[src/rtl/thirty_two_bit_adder_if.sv]
// ----------------------------------------------------------------------------
// thirty_two_bit_adder_if
//
// Bundles the operand/result signals of the registered 32-bit adder.
//   master : ALU side. Drives A, B, Cin and in_valid, and receives the result.
//   slave  : Adder side. Receives the operands and drives S, Cout, V and out_valid.
//
// Signals
//   A, B       32  unsigned operands
//   Cin         1  carry-in
//   in_valid    1  qualifies A/B/Cin for capture on the next rising edge
//   S          32  registered sum
//   Cout        1  registered carry out of bit 31
//   V           1  registered two's-complement overflow
//   out_valid   1  one-cycle strobe marking a new result
// ----------------------------------------------------------------------------
interface thirty_two_bit_adder_if;
    logic [31:0] A;
    logic [31:0] B;
    logic        Cin;
    logic        in_valid;
    logic [31:0] S;
    logic        Cout;
    logic        V;
    logic        out_valid;

    modport master (
        output A,
        output B,
        output Cin,
        output in_valid,
        input  S,
        input  Cout,
        input  V,
        input  out_valid
    );

    modport slave (
        input  A,
        input  B,
        input  Cin,
        input  in_valid,
        output S,
        output Cout,
        output V,
        output out_valid
    );
endinterface

[src/rtl/thirty_two_bit_adder.sv]
// ----------------------------------------------------------------------------
// thirty_two_bit_adder
//
// Registered 32-bit adder with carry-in and carry-out. This is the add/subtract
// core of the ALU; subtraction is formed upstream by inverting B and setting
// Cin. The sum is produced by a two-level carry-lookahead network: eight 4-bit
// groups, each reporting a group propagate/generate, and a second-level unit
// that forms the carry into every group directly from Cin and those group
// terms. Results are registered, so they appear one clock after capture.
//
// Ports
//   clk    1  rising-edge clock
//   rst_n  1  synchronous, active-low reset
//   bus       thirty_two_bit_adder_if.slave (operands in, result out)
// ----------------------------------------------------------------------------
module thirty_two_bit_adder (
    input  logic                        clk,
    input  logic                        rst_n,
    thirty_two_bit_adder_if.slave       bus
);

    localparam int unsigned Width     = 32;
    localparam int unsigned GroupBits = 4;
    localparam int unsigned NumGroups = Width / GroupBits;

    // ------------------------------------------------------------------
    // Bit-level propagate / generate
    // ------------------------------------------------------------------
    logic [Width-1:0] p;
    logic [Width-1:0] g;

    assign p = bus.A ^ bus.B;
    assign g = bus.A & bus.B;

    // ------------------------------------------------------------------
    // First level: group propagate / generate for each 4-bit group.
    //   P = p3 p2 p1 p0
    //   G = g3 | p3 g2 | p3 p2 g1 | p3 p2 p1 g0
    // ------------------------------------------------------------------
    logic [NumGroups-1:0] grp_p;
    logic [NumGroups-1:0] grp_g;

    always_comb begin
        logic term;
        grp_p = '0;
        grp_g = '0;
        term  = 1'b0;
        for (int k = 0; k < NumGroups; k++) begin
            grp_p[k] = 1'b1;
            for (int i = 0; i < GroupBits; i++) begin
                grp_p[k] = grp_p[k] & p[k*GroupBits + i];
            end
            for (int i = 0; i < GroupBits; i++) begin
                term = g[k*GroupBits + i];
                for (int m = i + 1; m < GroupBits; m++) begin
                    term = term & p[k*GroupBits + m];
                end
                grp_g[k] = grp_g[k] | term;
            end
        end
    end

    // ------------------------------------------------------------------
    // Second level: carry into each group, flattened sum-of-products so no
    // group waits on its neighbour. grp_c[NumGroups] is the carry out of
    // bit 31.
    //   grp_c[k] = Cin & P[k-1..0]  |  OR_j ( G[j] & P[k-1..j+1] )
    // ------------------------------------------------------------------
    logic [NumGroups:0] grp_c;

    always_comb begin
        logic term;
        grp_c = '0;
        term  = 1'b0;
        for (int k = 0; k <= NumGroups; k++) begin
            term = bus.Cin;
            for (int m = 0; m < k; m++) begin
                term = term & grp_p[m];
            end
            grp_c[k] = term;
            for (int j = 0; j < k; j++) begin
                term = grp_g[j];
                for (int m = j + 1; m < k; m++) begin
                    term = term & grp_p[m];
                end
                grp_c[k] = grp_c[k] | term;
            end
        end
    end

    // ------------------------------------------------------------------
    // In-group lookahead: carry into every bit from the group carry-in and
    // the bit-level terms of the lower bits of that group.
    // ------------------------------------------------------------------
    logic [Width-1:0] c;

    always_comb begin
        logic term;
        c    = '0;
        term = 1'b0;
        for (int k = 0; k < NumGroups; k++) begin
            for (int i = 0; i < GroupBits; i++) begin
                term = grp_c[k];
                for (int m = 0; m < i; m++) begin
                    term = term & p[k*GroupBits + m];
                end
                c[k*GroupBits + i] = term;
                for (int j = 0; j < i; j++) begin
                    term = g[k*GroupBits + j];
                    for (int m = j + 1; m < i; m++) begin
                        term = term & p[k*GroupBits + m];
                    end
                    c[k*GroupBits + i] = c[k*GroupBits + i] | term;
                end
            end
        end
    end

    // ------------------------------------------------------------------
    // Sum, carry out and signed overflow
    // ------------------------------------------------------------------
    logic [Width-1:0] sum_d;
    logic             cout_d;
    logic             v_d;

    assign sum_d  = p ^ c;
    assign cout_d = grp_c[NumGroups];
    // Overflow: operands share a sign and the result sign differs from it.
    assign v_d    = (bus.A[Width-1] == bus.B[Width-1]) && (sum_d[Width-1] != bus.A[Width-1]);

    // ------------------------------------------------------------------
    // Output registers. Reset wins over in_valid; without in_valid the
    // result registers hold and only the strobe drops.
    // ------------------------------------------------------------------
    logic [Width-1:0] s_q;
    logic             cout_q;
    logic             v_q;
    logic             out_valid_q;

    always_ff @(posedge clk) begin
        if (!rst_n) begin
            s_q         <= '0;
            cout_q      <= 1'b0;
            v_q         <= 1'b0;
            out_valid_q <= 1'b0;
        end else if (bus.in_valid) begin
            s_q         <= sum_d;
            cout_q      <= cout_d;
            v_q         <= v_d;
            out_valid_q <= 1'b1;
        end else begin
            out_valid_q <= 1'b0;
        end
    end

    assign bus.S         = s_q;
    assign bus.Cout      = cout_q;
    assign bus.V         = v_q;
    assign bus.out_valid = out_valid_q;

endmodule

[src/flat_wrapper.sv]
// flat-port wrapper written by rule: the top's interface ports become plain ports
module thirty_two_bit_adder_flat 
  (clk, rst_n, bus_A, bus_B, bus_Cin, bus_in_valid, bus_S, bus_Cout, bus_V, bus_out_valid);
  thirty_two_bit_adder_if bus_i ();
  input  logic clk;
  input  logic rst_n;
  input wire logic [$bits(bus_i.A)-1:0] bus_A;
  input wire logic [$bits(bus_i.B)-1:0] bus_B;
  input wire logic [$bits(bus_i.Cin)-1:0] bus_Cin;
  input wire logic [$bits(bus_i.in_valid)-1:0] bus_in_valid;
  output wire logic [$bits(bus_i.S)-1:0] bus_S;
  output wire logic [$bits(bus_i.Cout)-1:0] bus_Cout;
  output wire logic [$bits(bus_i.V)-1:0] bus_V;
  output wire logic [$bits(bus_i.out_valid)-1:0] bus_out_valid;
  assign bus_i.A = bus_A;
  assign bus_i.B = bus_B;
  assign bus_i.Cin = bus_Cin;
  assign bus_i.in_valid = bus_in_valid;
  assign bus_S = bus_i.S;
  assign bus_Cout = bus_i.Cout;
  assign bus_V = bus_i.V;
  assign bus_out_valid = bus_i.out_valid;
  thirty_two_bit_adder u_core (.clk(clk), .rst_n(rst_n), .bus(bus_i));
endmodule
[config.mk]
export PLATFORM = sky130hd
export DESIGN_NAME = thirty_two_bit_adder_flat
export DESIGN_NICKNAME = d
export VERILOG_FILES = /design/src/rtl/thirty_two_bit_adder_if.sv /design/src/rtl/thirty_two_bit_adder.sv /design/src/flat_wrapper.sv
export SDC_FILE = /design/constraint.sdc
export NUM_CORES = 1
export LEC_CHECK = 0
export ABC_AREA = 1
export BUFFER_PORTS_ARGS = -buffer_cell sky130_fd_sc_hd__buf_4
export CORE_UTILIZATION = 39
export DETAILED_ROUTE_END_ITERATION = 6
export PLACE_DENSITY = 0.66
export SLEW_MARGIN = 30
export SYNTH_ARGS = -nofsm -noshare
export SYNTH_HDL_FRONTEND = slang
export SYNTH_SLANG_ARGS = --single-unit
[constraint.sdc]
create_clock -name clk -period 3.1 [get_ports clk]
set_input_delay 0.155 -clock clk [delete_from_list [all_inputs] [get_ports clk]]
set_output_delay 0.155 -clock clk [all_outputs]
set_load 0.01 [all_outputs]
# After elaboration in Yosys (flattened, before gate mapping)

Cells that the tools add are included.

Latch bits: 0
ROM bits: 0
Input port bits: 68
Word-level logic and storage cells: 251
Output and inout bits: 35
Memories kept: 0
Memory bits (writable): 0
Bits in registers: 35

Bitwise logic cells: 243
$mul: 0
Shift operators: 0
Order comparisons: 0
Mux-type cells: 1
Add/sub/neg operators: 0
Divide/modulo/power cells: 0
Reduce and logical (&&, ||, !) cells: 1
Equal/unequal tests: 2

Operator list:

| operator            | number |
|---|---|
| $and A1 B1 Y1       | 132 |
| $or A1 B1 Y1        | 108 |
| $xor A32 B32 Y32    | 2 |
| $and A32 B32 Y32    | 1 |
| $eq A1 B1 Y1        | 1 |
| $logic_and A1 B1 Y1 | 1 |
| $mux W1             | 1 |
| $ne A1 B1 Y1        | 1 |

# Longest topological paths before layout

Word-level depth: 29
Gate-level depth with buffers: 21
Mapped depth without buffers: 21

# Least setup slack after synthesis

No wires, ideal clock.

Path kind: input-to-reg
From: input port bus_B[10]
To: register u_core.v_q (netlist: u_core.bus.V)
Path slack: 0.820 ns
Arrival: 2.210 ns
Stages: 21
Buffers on the path: 0
Required time: 3.030 ns
Library setup time: 0.070 ns
Cells stage by stage: ha_1 -> nand2_1 -> inv_1 -> a21oi_2 -> nand2_1 -> nor2_1 -> nand2_1 -> nand2_1 -> nand2_2 -> nand2_2 -> nand2_2 -> nand2_2 -> nand2_2 -> ha_1 -> nand2_1 -> nand2_1 -> a21oi_1 -> inv_1 -> a21oi_1 -> o21ai_0 -> a21oi_1

Longest elaborated chain between the ends: 24
Elaborated cells between the ends (all ways): 47
Those cells by class: 1 x eq/ne; 45 x bitwise; 1 x reduce/logical

Ends and longest elaborated chain:

| item                                                              | RTL line                                               | source |
|---|---|---|
| from (decl)                                                       | flat_wrapper.sv:8                                      | `input wire logic [$bits(bus_i.B)-1:0] bus_B;` |
| $xor A32 B32 Y32                                                  | thirty_two_bit_adder.sv:32                             | `assign p = bus.A ^ bus.B;` |
| $and A1 B1 Y1, on equally long branches (2 in a row)              | thirty_two_bit_adder.sv:51, thirty_two_bit_adder.sv:56 |  |
| $and A1 B1 Y1 (tied with other cells) (3 in a row)                | thirty_two_bit_adder.sv:78                             | `term = term & grp_p[m];` |
| $and A1 B1 Y1, on equally long branches (2 in a row)              | thirty_two_bit_adder.sv:78, thirty_two_bit_adder.sv:84 |  |
| $or A1 B1 Y1 / $and A1 B1 Y1 (equally long branches) (2 in a row) | thirty_two_bit_adder.sv:86, thirty_two_bit_adder.sv:84 |  |
| $or A1 B1 Y1 (*) (5 in a row)                                     | thirty_two_bit_adder.sv:86                             | `grp_c[k] = grp_c[k] \| term;` |
| $and A1 B1 Y1 (*) (3 in a row)                                    | thirty_two_bit_adder.sv:105                            | `term = term & p[k*GroupBits + m];` |
| $or A1 B1 Y1 (*) (3 in a row)                                     | thirty_two_bit_adder.sv:113                            | `c[k*GroupBits + i] = c[k*GroupBits + i] \| term;` |
| $xor A32 B32 Y32 (*)                                              | thirty_two_bit_adder.sv:126                            | `assign sum_d = p ^ c;` |
| $ne A1 B1 Y1 (*)                                                  | thirty_two_bit_adder.sv:129                            | `assign v_d = (bus.A[Width-1] == bus.B[Width-1]) && (sum_d[Width-1] != bus.A[Width-1]);` |
| $logic_and A1 B1 Y1 (*)                                           | thirty_two_bit_adder.sv:129                            |  |
| to (signal assigned)                                              | thirty_two_bit_adder.sv:149                            | `v_q <= v_d;` |
| to (decl)                                                         | thirty_two_bit_adder.sv:137                            | `logic v_q;` |

Every way passes the cells marked *; elsewhere a longest branch is shown, timed or not.
A chain may end at the register's enable or synchronous reset.

# Worst setup path after layout

Ends and elaborated chain as after synthesis.

==> flow_metrics.py <==
metrics = {
    "clocking": {
        "clk_pin_slew_ps": 80,
        "postCtsResizedCells": 0,
        "post_cts_buffers": 0,
        "h-tree-depth": 2,
        "cts_tree": "done",
        "postCtsHoldBufs": 0,
        "cts_buffer_depth": 2,
        "clk_latency_ps": 290,
        "clockRootBuffer": "clkbuf_8",
        "cts_buffers": 5,
        "clock_sinks": 35,
    },
    "cells_and_area": {
        "fin_area_mm2": 0.00361,
        "final_common_cell": "buf_4",
        "final_nets": 579,
        "diodes": 0,
        "fillCellCount": 634,
        "final_cell_mix": "102 x buf_4, 67 x nor2_1, 53 x nand2_1",
        "final_util": 0.553,
        "drive_above_1_share": 0.267,
        "area_growth_pct": 33.6,
    },
    "sta": {
        "slew_headroom": 0.443,
        "worst_pin_slew_ps": 835,
        "period_share": 0.746,
        "whs_ps": 179,
        "fmax_mhz": 432,
        "rsz0062_at_grt": "no",
        "setup_viol_count_final": 0,
        "drv_slew": 0,
        "hold_viol_final": 0,
        "finalCriticalPeriod_ps": 2310,
        "skew_ps": 0,
        "tns_ps": 0,
    },
    "setup_path": {
        "crit_slowest_cell": "ha_1",
        "cp.required_ps": 3320,
        "crit_chain": "buf_4 -> ha_1 -> nand2_1 -> inv_1 -> a21oi_2 -> nand2_1 -> nor2_1 -> nand2_1 -> nand2_1 -> nand2_2 -> nand2_2 -> nand2_2 -> nand2_2 -> nand2_2 -> ha_1 -> nand2_1 -> nand2_1 -> a21oi_1 -> inv_1 -> a21oi_1 -> o21ai_0 -> a21oi_1",
        "critPathLaunchType": "primary input",
        "crit_type": "in -> reg",
        "crit_fanout": 4,
        "cp.arrival_ps": 2530,
        "end_kind": "flop",
        "crit_top_cell": "nand2_1",
        "slowest_delay_ps": 320,
    },
    "hold_path": {
        "hp-class": "in -> reg",
    },
    "routing": {
        "drt_wl_total_um": 6630,
        "via_per_inst": 4.82,
        "vias": 2610,
        "dr.pass1.iters": 6,
        "drtIter0Drc": 66,
        "avgRoutedWirePerCell_um": 12.3,
        "ant_nets": 0,
        "drcViolationCount": 0,
    },
    "floorplan": {
        "die-area_mm2": 0.00727,
        "chipHeight_um": 85.3,
        "initial_core_util": 0.414,
        "core_mm2": 0.00653,
        "num_rows": 29,
        "fp.dieW_um": 85.3,
        "io_pins": 103,
    },
    "placed_design": {
        "post_dp_cell_area_mm2": 0.00353,
        "hpwlAfterDp_um": 5080,
        "portBuffers": 102,
        "gp_congestion": 0.774,
    },
    "yosys": {
        "netlist_area_mm2": 0.00270,
        "ys_seq_area_frac": 0.259,
        "ys_top_cells_by_area": "dfxtp_1 26%, ha_1 19%, nor2_1 9.3%",
        "synth_cell_types": 22,
        "syn_avg_cell_area_um2": 7.43,
        "yosysTopAreaCellShare": 0.259,
        "syn_inst": 364,
        "synth-seq-cells": 35,
        "syn_nets": 480,
        "synth_top_cell_by_area": "dfxtp_1",
        "yosys_warnings": 0,
    },
    "global_routing": {
        "antenna_found_initial": 0,
        "track_usage": 0.188,
        "grt_overflow": 0,
        "grt_pass1_wl_um": 11100,
        "grt_pass1_vias": 2582,
        "grt_max_degree": 45,
    },
    "pwr": {
        "power_density_mw_per_mm2": 373,
        "total_power_w": 0.00135,
        "peakVddDrop_mv": 0.216,
        "p_leak_nw": 1.97,
    },
    "run": {
        "max_cap_viol_count": 0,
    },
    "outcome": {
        "outcome": "completed",
    },
}
-- logic make-up (layout without fill, tap and decap cells) --
kind of cell,after synthesis,after routing,share of synthesized area
buf+inv,52,152,0.0722
flops,35,35,0.259
compound gates,58,58,0.123
xor+xnor,17,17,0.0551
fa+ha+maj,48,48,0.244
simple gates,154,154,0.246
-- worst max-delay path, delay by kind of cell --
family | cells | cell delay [ps]
simple gates | 12 | 930
compound gates | 5 | 670
fa+ha+maj | 2 | 530
buf+inv | 3 | 260
-- metrics by stage --
step                      instances  setup slack [ps]
final                           541               787
after global routing            541               444
after CTS                       541               760
after detailed placement        533               452
after global placement          533               543
after floorplan                 364               820
-- per-layer routing --
metal  vias to the layer above  share of wire  global-route usage
met5                         -              0                   0
met1                      1154           0.47               0.226
met2                        69           0.47               0.346
li1                       1382              -                   -
met4                         0         0.0053              0.0318
met3                         5          0.054              0.0418
-- report_power, final --
part	total, W	leakage [nW]	switching, W	internal, W
Sequential	0.000520	0.291	0.0000254	0.000494
Combinational	0.000500	1.64	0.000261	0.000239
Clock	0.000330	0.0412	0.000173	0.000157
Total	0.00135	1.97	0.000459	0.000890
-- state kept, by name (all words and copies together) (netlist names) --
signal,count
u_core.bus.S,32
u_core.bus.Cout,1
u_core.bus.V,1
u_core.bus.out_valid,1
-- Yosys cell counts (all sizes together) --
cell type / n
dfxtp: 35
inv: 41
fa: 8
a211o: 1
nand3: 13
clkbuf: 10
nor3: 1
nor2: 70
or2: 1
o21ai: 29
nand4: 8
clkinv: 1
o221ai: 7
xor2: 17
nand2: 61
a211oi: 2
a21oi: 19
ha: 40
-- final cells by class --
| type | count | area, um2 | area share |
|---|---|---|---|
| repair buffers | 102 | 766 | 0.212 |
| inverters | 42 | 158 | 0.0436 |
| clock buffers | 6 | 72.6 | 0.0201 |
| flip-flops and latches | 35 | 701 | 0.194 |
| well taps | 77 | 96.3 | 0.0267 |
| clock inverters | 2 | 12.5 | 0.00346 |
| multi-input cells | 277 | 1810 | 0.500 |
-- worst paths after layout --
kind | startpoint | end | slack [ps] | depth (start not counted)
max | bus_B[10] | u_core.bus.V$_SDFFE_PN0P_ | 790 | 22
min | bus_A[31] | u_core.bus.V$_SDFFE_PN0P_ | 180 | 4
max reg2reg | u_core.bus.S[17]$_SDFFE_PN0P_ | u_core.bus.S[17]$_SDFFE_PN0P_ | 2330 | 4
min reg2reg | u_core.bus.S[12]$_SDFFE_PN0P_ | u_core.bus.S[12]$_SDFFE_PN0P_ | 510 | 2
(Power assumes the default switching activity.)
